--- src/rtl/multicycle_control_pkg.sv ---
// Shared definitions for the multicycle controller: state codes, decode keys,
// ALUOp encodings and the instruction class type.
package multicycle_control_pkg;

   localparam logic [3:0] ST_FETCH  = 4'd0;
   localparam logic [3:0] ST_DECODE = 4'd1;
   localparam logic [3:0] ST_EXEC_R = 4'd2;
   localparam logic [3:0] ST_ADDR   = 4'd3;
   localparam logic [3:0] ST_MEM_RD = 4'd4;
   localparam logic [3:0] ST_MEM_WR = 4'd5;
   localparam logic [3:0] ST_WB_R   = 4'd6;
   localparam logic [3:0] ST_WB_LD  = 4'd7;
   localparam logic [3:0] ST_CBZ    = 4'd8;
   localparam logic [3:0] ST_B      = 4'd9;
   localparam logic [3:0] ST_FAULT  = 4'd10;

   // Key is {opCode[10], opCode[6], opCode[4], opCode[1]}
   localparam logic [1:0] KEY_B_PFX   = 2'b00;
   localparam logic [1:0] KEY_CBZ_PFX = 2'b10;
   localparam logic [3:0] KEY_LDUR    = 4'b1101;
   localparam logic [3:0] KEY_STUR    = 4'b1100;
   localparam logic [3:0] KEY_RTYPE   = 4'b1110;

   localparam logic [1:0] ALUOP_ADD   = 2'b00;
   localparam logic [1:0] ALUOP_PASSB = 2'b01;
   localparam logic [1:0] ALUOP_RTYPE = 2'b10;

   typedef enum logic [2:0] {
      ClsB,
      ClsCbz,
      ClsLdur,
      ClsStur,
      ClsRType,
      ClsIllegal
   } instrClass_t;

endpackage

--- src/rtl/instr_class_decode.sv ---
// Maps the 4-bit opcode key onto an instruction class.
module instr_class_decode
   import multicycle_control_pkg::*;
(
   input  logic [3:0]  key,
   output instrClass_t instrClass
);

   always_comb begin
      instrClass = ClsIllegal;
      if (key[3:2] == KEY_B_PFX) begin
         instrClass = ClsB;
      end else if (key[3:2] == KEY_CBZ_PFX) begin
         instrClass = ClsCbz;
      end else if (key == KEY_LDUR) begin
         instrClass = ClsLdur;
      end else if (key == KEY_STUR) begin
         instrClass = ClsStur;
      end else if (key == KEY_RTYPE) begin
         instrClass = ClsRType;
      end
   end

endmodule

--- src/rtl/multicycle_control.sv ---
// Multicycle controller FSM with memory wait timeout and retired-instruction counter.
module multicycle_control
   import multicycle_control_pkg::*;
#(
   parameter int unsigned MEM_TIMEOUT = 16,
   parameter int unsigned CNT_W       = 32
) (
   input  logic             clk,
   input  logic             reset,
   input  logic [10:0]      opCode,
   input  logic             zero,
   input  logic             mem_ready,
   output logic             InstrRead,
   output logic             IRWrite,
   output logic             PCWrite,
   output logic             PCSrc,
   output logic             Reg2Loc,
   output logic             ALUSrc,
   output logic             MemtoReg,
   output logic             RegWrite,
   output logic             MemRead,
   output logic             MemWrite,
   output logic [1:0]       ALUOp,
   output logic [CNT_W-1:0] retired,
   output logic             fault
);

   localparam int unsigned WAIT_W = $clog2(MEM_TIMEOUT + 1);

   logic [3:0]        stateQ, stateD;
   logic [WAIT_W-1:0] waitQ, waitD;
   logic [CNT_W-1:0]  retiredQ, retiredD;
   logic              runQ;
   logic [3:0]        key;
   instrClass_t       instrClass;
   logic              waiting, timeout, retire;
   logic              unusedOpBits;

   assign key          = {opCode[10], opCode[6], opCode[4], opCode[1]};
   assign unusedOpBits = ^{opCode[9:7], opCode[5], opCode[3:2], opCode[0]};

   instr_class_decode uDecode (
      .key        (key),
      .instrClass (instrClass)
   );

   // runQ holds everything idle until the first edge after reset is released
   assign waiting = runQ && (stateQ == ST_FETCH || stateQ == ST_MEM_RD || stateQ == ST_MEM_WR);
   assign timeout = waiting && !mem_ready && (waitQ == WAIT_W'(MEM_TIMEOUT - 1));
   assign retire  = runQ && (stateQ == ST_WB_R || stateQ == ST_WB_LD || stateQ == ST_CBZ ||
                             stateQ == ST_B || (stateQ == ST_MEM_WR && mem_ready));

   always_comb begin
      stateD = stateQ;
      if (runQ) begin
         case (stateQ)
            ST_FETCH: begin
               if (mem_ready)    stateD = ST_DECODE;
               else if (timeout) stateD = ST_FAULT;
            end
            ST_DECODE: begin
               case (instrClass)
                  ClsRType:         stateD = ST_EXEC_R;
                  ClsLdur, ClsStur: stateD = ST_ADDR;
                  ClsCbz:           stateD = ST_CBZ;
                  ClsB:             stateD = ST_B;
                  default:          stateD = ST_FAULT;
               endcase
            end
            ST_EXEC_R: stateD = ST_WB_R;
            ST_ADDR:   stateD = (instrClass == ClsStur) ? ST_MEM_WR : ST_MEM_RD;
            ST_MEM_RD: begin
               if (mem_ready)    stateD = ST_WB_LD;
               else if (timeout) stateD = ST_FAULT;
            end
            ST_MEM_WR: begin
               if (mem_ready)    stateD = ST_FETCH;
               else if (timeout) stateD = ST_FAULT;
            end
            ST_WB_R, ST_WB_LD, ST_CBZ, ST_B: stateD = ST_FETCH;
            default: stateD = ST_FAULT;
         endcase
      end
   end

   always_comb begin
      waitD = waitQ;
      if (stateD != stateQ)           waitD = '0;
      else if (waiting && !mem_ready) waitD = waitQ + 1'b1;
   end

   assign retiredD = retire ? retiredQ + CNT_W'(1) : retiredQ;

   always_ff @(posedge clk or posedge reset) begin
      if (reset) begin
         stateQ   <= ST_FETCH;
         waitQ    <= '0;
         retiredQ <= '0;
         runQ     <= 1'b0;
      end else begin
         stateQ   <= stateD;
         waitQ    <= waitD;
         retiredQ <= retiredD;
         runQ     <= 1'b1;
      end
   end

   assign retired = retiredQ;

   always_comb begin
      InstrRead = 1'b0;
      IRWrite   = 1'b0;
      PCWrite   = 1'b0;
      PCSrc     = 1'b0;
      Reg2Loc   = 1'b0;
      ALUSrc    = 1'b0;
      MemtoReg  = 1'b0;
      RegWrite  = 1'b0;
      MemRead   = 1'b0;
      MemWrite  = 1'b0;
      ALUOp     = ALUOP_ADD;
      fault     = 1'b0;
      if (runQ) begin
         case (stateQ)
            ST_FETCH: begin
               InstrRead = 1'b1;
               IRWrite   = mem_ready;
               PCWrite   = mem_ready;
            end
            ST_EXEC_R: ALUOp = ALUOP_RTYPE;
            ST_ADDR: begin
               ALUSrc  = 1'b1;
               Reg2Loc = (instrClass == ClsStur);
            end
            ST_MEM_RD: begin
               MemRead = 1'b1;
               ALUSrc  = 1'b1;
            end
            ST_MEM_WR: begin
               MemWrite = 1'b1;
               ALUSrc   = 1'b1;
            end
            ST_WB_R:  RegWrite = 1'b1;
            ST_WB_LD: begin
               RegWrite = 1'b1;
               MemtoReg = 1'b1;
            end
            ST_CBZ: begin
               Reg2Loc = 1'b1;
               ALUOp   = ALUOP_PASSB;
               PCWrite = zero;
               PCSrc   = zero;
            end
            ST_B: begin
               PCWrite = 1'b1;
               PCSrc   = 1'b1;
            end
            ST_FAULT: fault = 1'b1;
            default: ;
         endcase
      end
   end

endmodule

--- config.mk ---
export PLATFORM = sky130hd
export DESIGN_NAME = multicycle_control
export DESIGN_NICKNAME = d
export VERILOG_FILES = /design/src/rtl/multicycle_control_pkg.sv /design/src/rtl/instr_class_decode.sv /design/src/rtl/multicycle_control.sv
export SDC_FILE = /design/constraint.sdc
export NUM_CORES = 1
export LEC_CHECK = 0
export BUFFER_PORTS_ARGS = -buffer_cell sky130_fd_sc_hd__buf_2
export CAP_MARGIN = 30
export CORE_ASPECT_RATIO = 1.1
export CORE_MARGIN = 2
export CORE_UTILIZATION = 45
export DETAILED_ROUTE_END_ITERATION = 10
export GPL_ROUTABILITY_DRIVEN = 0
export MAX_ROUTING_LAYER = met4
export PLACE_DENSITY = 0.72
export SLEW_MARGIN = 20
export SYNTH_ARGS = -nofsm -noshare
export SYNTH_HDL_FRONTEND = slang
export SYNTH_HIERARCHICAL = 1
export SYNTH_SLANG_ARGS = --single-unit
--- constraint.sdc ---
create_clock -name clk -period 2.25 [get_ports clk]
set_input_delay 0.1125 -clock clk [delete_from_list [all_inputs] [get_ports clk]]
set_output_delay 0.1125 -clock clk [all_outputs]
set_load 0.05 [all_outputs]
==> impl_metrics.tcl, run 1 <==
set metrics [dict create \
    cts_max_path_buffers 2 \
    critPathMaxFanout 5 \
    crit_type "flop to flop" \
    wire_per_inst_um 13.36 \
    postSynth.asyncResetShare_pct 100.0 \
    path_cells "ha_1 > and3_1 > ha_1 > nor2b_1 > nor3b_1 > o21ai_1 > o2111ai_2 > a211oi_2" \
    ir_drop_mv 1.185 \
    synth_cells 245 \
    io_pins 60 \
    root_buffer "clkbuf_8" \
    switchingPower_mw 1.067 \
    clkTransAtPathRegs_ns 0.08 \
    sequentialPowerShare_pct 39.2 \
    drv_slew 0 \
    hold_viol_final 0 \
    synth_warnings 6 \
    busiest_layer "met2" \
    drc 0 \
    holdBufCountCts 1 \
    muxShareOfSynthArea_pct 0.4224 \
    dp_hpwl_um 3562 \
    drv_cap 0 \
    power.internal_mw 1.472 \
    syn_area_um2 2370 \
    met3_usage_pct 3.011 \
    powerDensity_nw_per_um2 902.8 \
    vias_per_cell 5.419 \
    crit_path_end_kind "flop" \
    relSlewSlack_pct 65.70 \
    synth_top_area_share_pct 44.35 \
    skew_ns 0.005439 \
    yosys-top-cells-area "dfrtp_1 44%, xnor2_1 8.1%, xor2_1 4.8%" \
    cts_tree "yes" \
    ys.flop_type "dfrtp_1" \
    dr.pass1.iters 4 \
    syn_avg_cell_area_um2 9.673 \
    total_power_mw 2.539 \
    cts_setup_buffers 0 \
    start_kind "flop" \
    fmax_ghz 0.4917 \
    grt_pass1_wl_um 8231 \
    p_sw_share_pct 42.01 \
    synthTopCellsByCount "42 x dfrtp_1, 26 x nand2_1, 22 x xnor2_1" \
    nFillCells 460 \
    cts_buffers 5 \
    worstHoldPathType "input pin to flop" \
    core_area_um2 5034 \
    synth_most_common_cell "dfrtp_1" \
    die_x_um 73.19 \
    synth_compound_area_share_pct 8.606 \
    rsz0062_at_grt "no" \
    syn2layout_area_growth_pct 18.69 \
    tightest_slew_ns 0.5146 \
    dieHeight_um 80.11 \
    die-area_um2 5863 \
    synth_xor_area_share_pct 12.94 \
    row_count 27 \
    p_leak_nw 1.433 \
    crit_path_max_incr_delay_ns 0.41 \
    fin_util_pct 55.88 \
    numPortBuffers 52 \
    yosys.area_share.simple_pct 28.30 \
    cts_sinks 42 \
    combinationalPowerShare_pct 38.2 \
    h-tree-depth 2 \
    fin_crit_ns 2.034 \
    vias 1951 \
    wl_um 4809 \
    antenna_left 0 \
    synth_fa_ha_area_share_pct 1.584 \
    pwr-share-clk_pct 22.6 \
    grt_use_total_pct 18.15 \
    grt_start_max_net_pins 43 \
    crit_slowest_cell "dfrtp_1" \
    tns_ns 0 \
    clk_latency_ns 0.29 \
    yosys.area.top_type "dfrtp_1" \
    worstPathArrival_ns 2.25 \
    start_util_pct 47.08 \
    grt.overflow.total 0 \
    cp.required_ns 2.46 \
    ys_seq_area_share_pct 44.35 \
    synth_edf_count 0 \
    ys_ff_latch 42 \
    antenna_found_initial 0 \
    diodes 0 \
    grt_pass1_vias 1764 \
    nets 319 \
    met2_usage_pct 27.21 \
    setup_viol 0 \
    status "completed" \
    synthesis.nets 263 \
    fin_crit_sh_pct 90.40 \
    drt_iter0_markers 152 \
    cpMostUsedCell "ha_1" \
    drive_gt1_share_pct 26.82 \
    ctsResizeCount 0 \
    yosysUniqueCellTypes 56 \
    use_met1_pct 25.28 \
    synth_top_family_by_area "simple AND/OR/NAND/NOR gates" \
]
worst max-delay path: cells and delay by family, from the launching register on:
kind	cells	cell delay [ns]
compound gates	3	0.65
fa+ha+maj	2	0.42
flops	1	0.41
simple gates	3	0.47
cells by family (layout without fill, tap and decap cells):
group / Yosys count / after routing
and+or+nand+nor: 118 / 118
DFF: 42 / 42
xor gates and xnor gates: 35 / 35
AOI/OAI and AO/OA: 28 / 28
buffers and inverters: 17 / 74
adders and majority gates: 3 / 3
other: 1 / 1
muxes: 1 / 1
layout by cell type, fill, tap and decap left out, types with 2 or more instances in the layout:
cell type and count:
a21oi_1 8, and2_1 2, and3_1 12, and4_1 3, buf_2 52, buf_4 6
clkbuf_8 5, clkinv_2 2, dfrtp_1 42, ha_1 3, inv_1 7, nand2_1 26
nand2b_1 2, nand3_1 12, nand4_1 10, nor2_1 21, nor2b_1 6, nor3_1 6
nor3_2 2, nor3b_1 2, nor4_2 2, o22ai_1 3, xnor2_1 22, xor2_1 13
final timing paths:
| path | end | depth (start not counted) | slack (ns) | start |
|---|---|---|---|---|
| max in group asynchronous | retired[17] | 4 | 1.42 | reset |
| worst max-delay path | waitQ[4] | 8 | 0.22 | waitQ[0] |
| min in group asynchronous | retired[9] | 4 | 0.47 | reset |
| worst max register to register | waitQ[4] | 8 | 0.22 | waitQ[0] |
| worst min register to register | retired[29] | 1 | 0.48 | retired[29] |
| worst min-delay path | waitQ[0] | 4 | 0.31 | mem_ready |
layer usage:
metal / wire, um / vias up / share of wire [%]
met4: 59 / 0 / 1.2
met3: 250 / 7 / 5.2
met1: 2235 / 911 / 46
met2: 2263 / 59 / 47
met5: 0 / - / 0
li1: - / 974 / -
cell type report:
type	instances	area, um2	area share (%)
inverter	7	26.28	0.9342
timing repair buffer	59	315.3	11.21
multi-input combinational	186	1239	44.04
sequential	42	1051	37.37
clock buffer	5	68.82	2.447
tap	58	72.57	2.580
clock inverter	3	40.04	1.423
stage by stage:
stage | cell area [um2] | std cells | worst slack [ns] | hold WS, ns
2_1_floorplan | 2376 | 245 | 0.2213 | 0.3498
3_3_place_gp | 2694 | 351 | 0.2541 | 0.2615
3_5_place_dp | 2694 | 351 | 0.2086 | 0.2693
4_1_cts | 2813 | 360 | 0.1942 | 0.3071
5_1_grt | 2813 | 360 | 0.04602 | 0.3592
6_report | 2813 | 360 | 0.2160 | 0.3140
state kept, by name (all words and copies together) (netlist names):
name	cells
retired	32
stateQ	4
waitQ	5
runQ	1
power groups by stage:
stage                     combinational [mW]  clock, mW  sequential (mW)
after global placement                 0.959          0             1.01
after floorplan                        0.695          0             1.07
after CTS                              0.971      0.592            0.996
after global routing                    1.05      0.622             1.02
final                                  0.969      0.574            0.997
after detailed placement               0.968          0             1.01
Note: power is estimated with default switching activity, not from simulation.
==> inputs of run 2 (changes only) <==
- CORE_ASPECT_RATIO: 1.1 -> not set
==> impl_metrics.tcl, run 2 (synthesis gave the netlist of run 1 again) <==
set metrics [dict create \
    grt_use_total_pct 17.56 \
    drive_gt1_share_pct 27.06 \
    hold_viol_final 0 \
    vias 1925 \
    wire_per_inst_um 12.83 \
    crit_slowest_cell "dfrtp_1" \
    cts_buffers 5 \
    sequentialPowerShare_pct 40.2 \
    relSlewSlack_pct 66.11 \
    layout_common_cells "52 x buf_2, 42 x dfrtp_1, 26 x nand2_1, 22 x xnor2_1, 21 x nor2_1" \
    tns_ns 0 \
    cts_sinks 42 \
    worst_hold_slack_ns 0.3220 \
    worstHoldPathType "input pin to flop" \
    grt.overflow.total 0 \
    nets 320 \
    pwr-share-clk_pct 20.2 \
    vias_per_cell 5.161 \
    fin_crit_sh_pct 93.29 \
    dieHeight_um 76.57 \
    dp_hpwl_um 3527 \
    worstPathArrival_ns 2.31 \
    skew_ns 0.009251 \
    drt_iter0_markers 92 \
    crit_path_max_incr_delay_ns 0.41 \
    syn2layout_area_growth_pct 19.06 \
    antenna_left 0 \
    clk_latency_ns 0.29 \
    fin_crit_ns 2.099 \
    regArea_um2 1051 \
    switchingPower_mw 1.074 \
    nFillCells 468 \
    start_kind "flop" \
    die_x_um 76.57 \
    row_count 26 \
    status "completed" \
    die-area_um2 5863 \
    ctsResizeCount 0 \
    setup_viol 0 \
    final_common_cell "buf_2" \
    powerDensity_nw_per_um2 874.8 \
    drv_slew 0 \
    fin_util_pct 55.24 \
    fmax_ghz 0.4764 \
    start_util_pct 46.40 \
    io_pins 60 \
    cpMostUsedCell "ha_1" \
    crit_path_end_kind "flop" \
    power.internal_mw 1.394 \
    cp.required_ns 2.46 \
    crit_type "flop to flop" \
    p_sw_share_pct 43.51 \
    multi_input_comb_area_um2 1239 \
    tightest_slew_ns 0.5084 \
    fin_ws_ns 0.1509 \
    place_ws_ns 0.1338 \
    largest_reg_flops 32 \
    grt_pass1_wl_um 8252 \
    diodes 0 \
    clkTransAtPathRegs_ns 0.08 \
    core_area_um2 5107 \
    ir_drop_mv 0.9229 \
    wl_um 4784 \
    drv_cap 0 \
    grt_start_max_net_pins 43 \
    grt_pass1_vias 1795 \
    rsz0062_at_grt "no" \
    antenna_found_initial 0 \
    combinationalPowerShare_pct 39.6 \
    path_cells "ha_1 > and3_1 > ha_1 > nor4bb_1 > o211ai_1 > o21ai_2 > o2111ai_2 > a211oi_2" \
    cts_tree "yes" \
    drc 0 \
    critPathMaxFanout 5 \
    h-tree-depth 2 \
    numPortBuffers 52 \
    root_buffer "clkbuf_8" \
    p_leak_nw 1.427 \
    cts_max_path_buffers 2 \
    dr.pass1.iters 4 \
]
## run 2: cell type report
cell class                 count  area share [%]
sequential                    42           37.25
timing repair buffer          60           11.44
tap                           70           3.104
clock buffer                   6           2.927
inverter                       7          0.9313
multi-input combinational    186           43.90
clock inverter                 2          0.4435
## run 2: what timing repair did
action	CTS	global route
endpoints found under the setup margin	0	0
endpoints found under the hold margin	42	0
buffers inserted	0	0
hold buffers	1	0
## run 2: metal layers
layer	vias up	part of all wire, %	global-route usage [%]
met3	6	4.3	4.028
li1	970	-	-
met2	45	47	26.90
met1	904	47	23.53
met4	0	1.2	4.909
met5	-	0	-
## run 2: power groups by stage
stage	combinational, mW	sequential [mW]	clock [mW]
detailed placement	0.972	1.00	0
floorplan	0.695	1.07	0
finish	0.977	0.991	0.500
CTS	0.977	0.990	0.512
global placement	0.967	1.00	0
global route	1.05	1.01	0.557
## run 2: path summary, 6_finish.rpt
| path | startpoint | slack, ns | to | depth (start not counted) |
|---|---|---|---|---|
| max | waitQ[0] | 0.15 | waitQ[4] | 8 |
| min | mem_ready | 0.32 | waitQ[4] | 4 |
| max reg2reg | waitQ[0] | 0.15 | waitQ[4] | 8 |
| min reg2reg | retired[31] | 0.48 | retired[31] | 1 |
| max in group asynchronous | reset | 1.42 | stateQ[3] | 4 |
| min in group asynchronous | reset | 0.48 | waitQ[2] | 4 |
## run 2: per-stage QoR
step,std cells,total power [mW],area [um2]
3_3_place_gp,364,1.969,2716
2_1_floorplan,245,1.762,2376
5_1_grt,373,2.616,2821
3_5_place_dp,364,1.977,2716
6_report,373,2.468,2821
4_1_cts,373,2.479,2821
## run 2: worst max-delay path, delay by kind of cell, from the launching register on
| kind | cells | cell delay [ns] |
|---|---|---|
| flip-flops | 1 | 0.41 |
| AND/OR/NAND/NOR | 2 | 0.51 |
| adder cells (fa/ha/maj) | 2 | 0.42 |
| AO/OA/AOI/OAI | 4 | 0.68 |
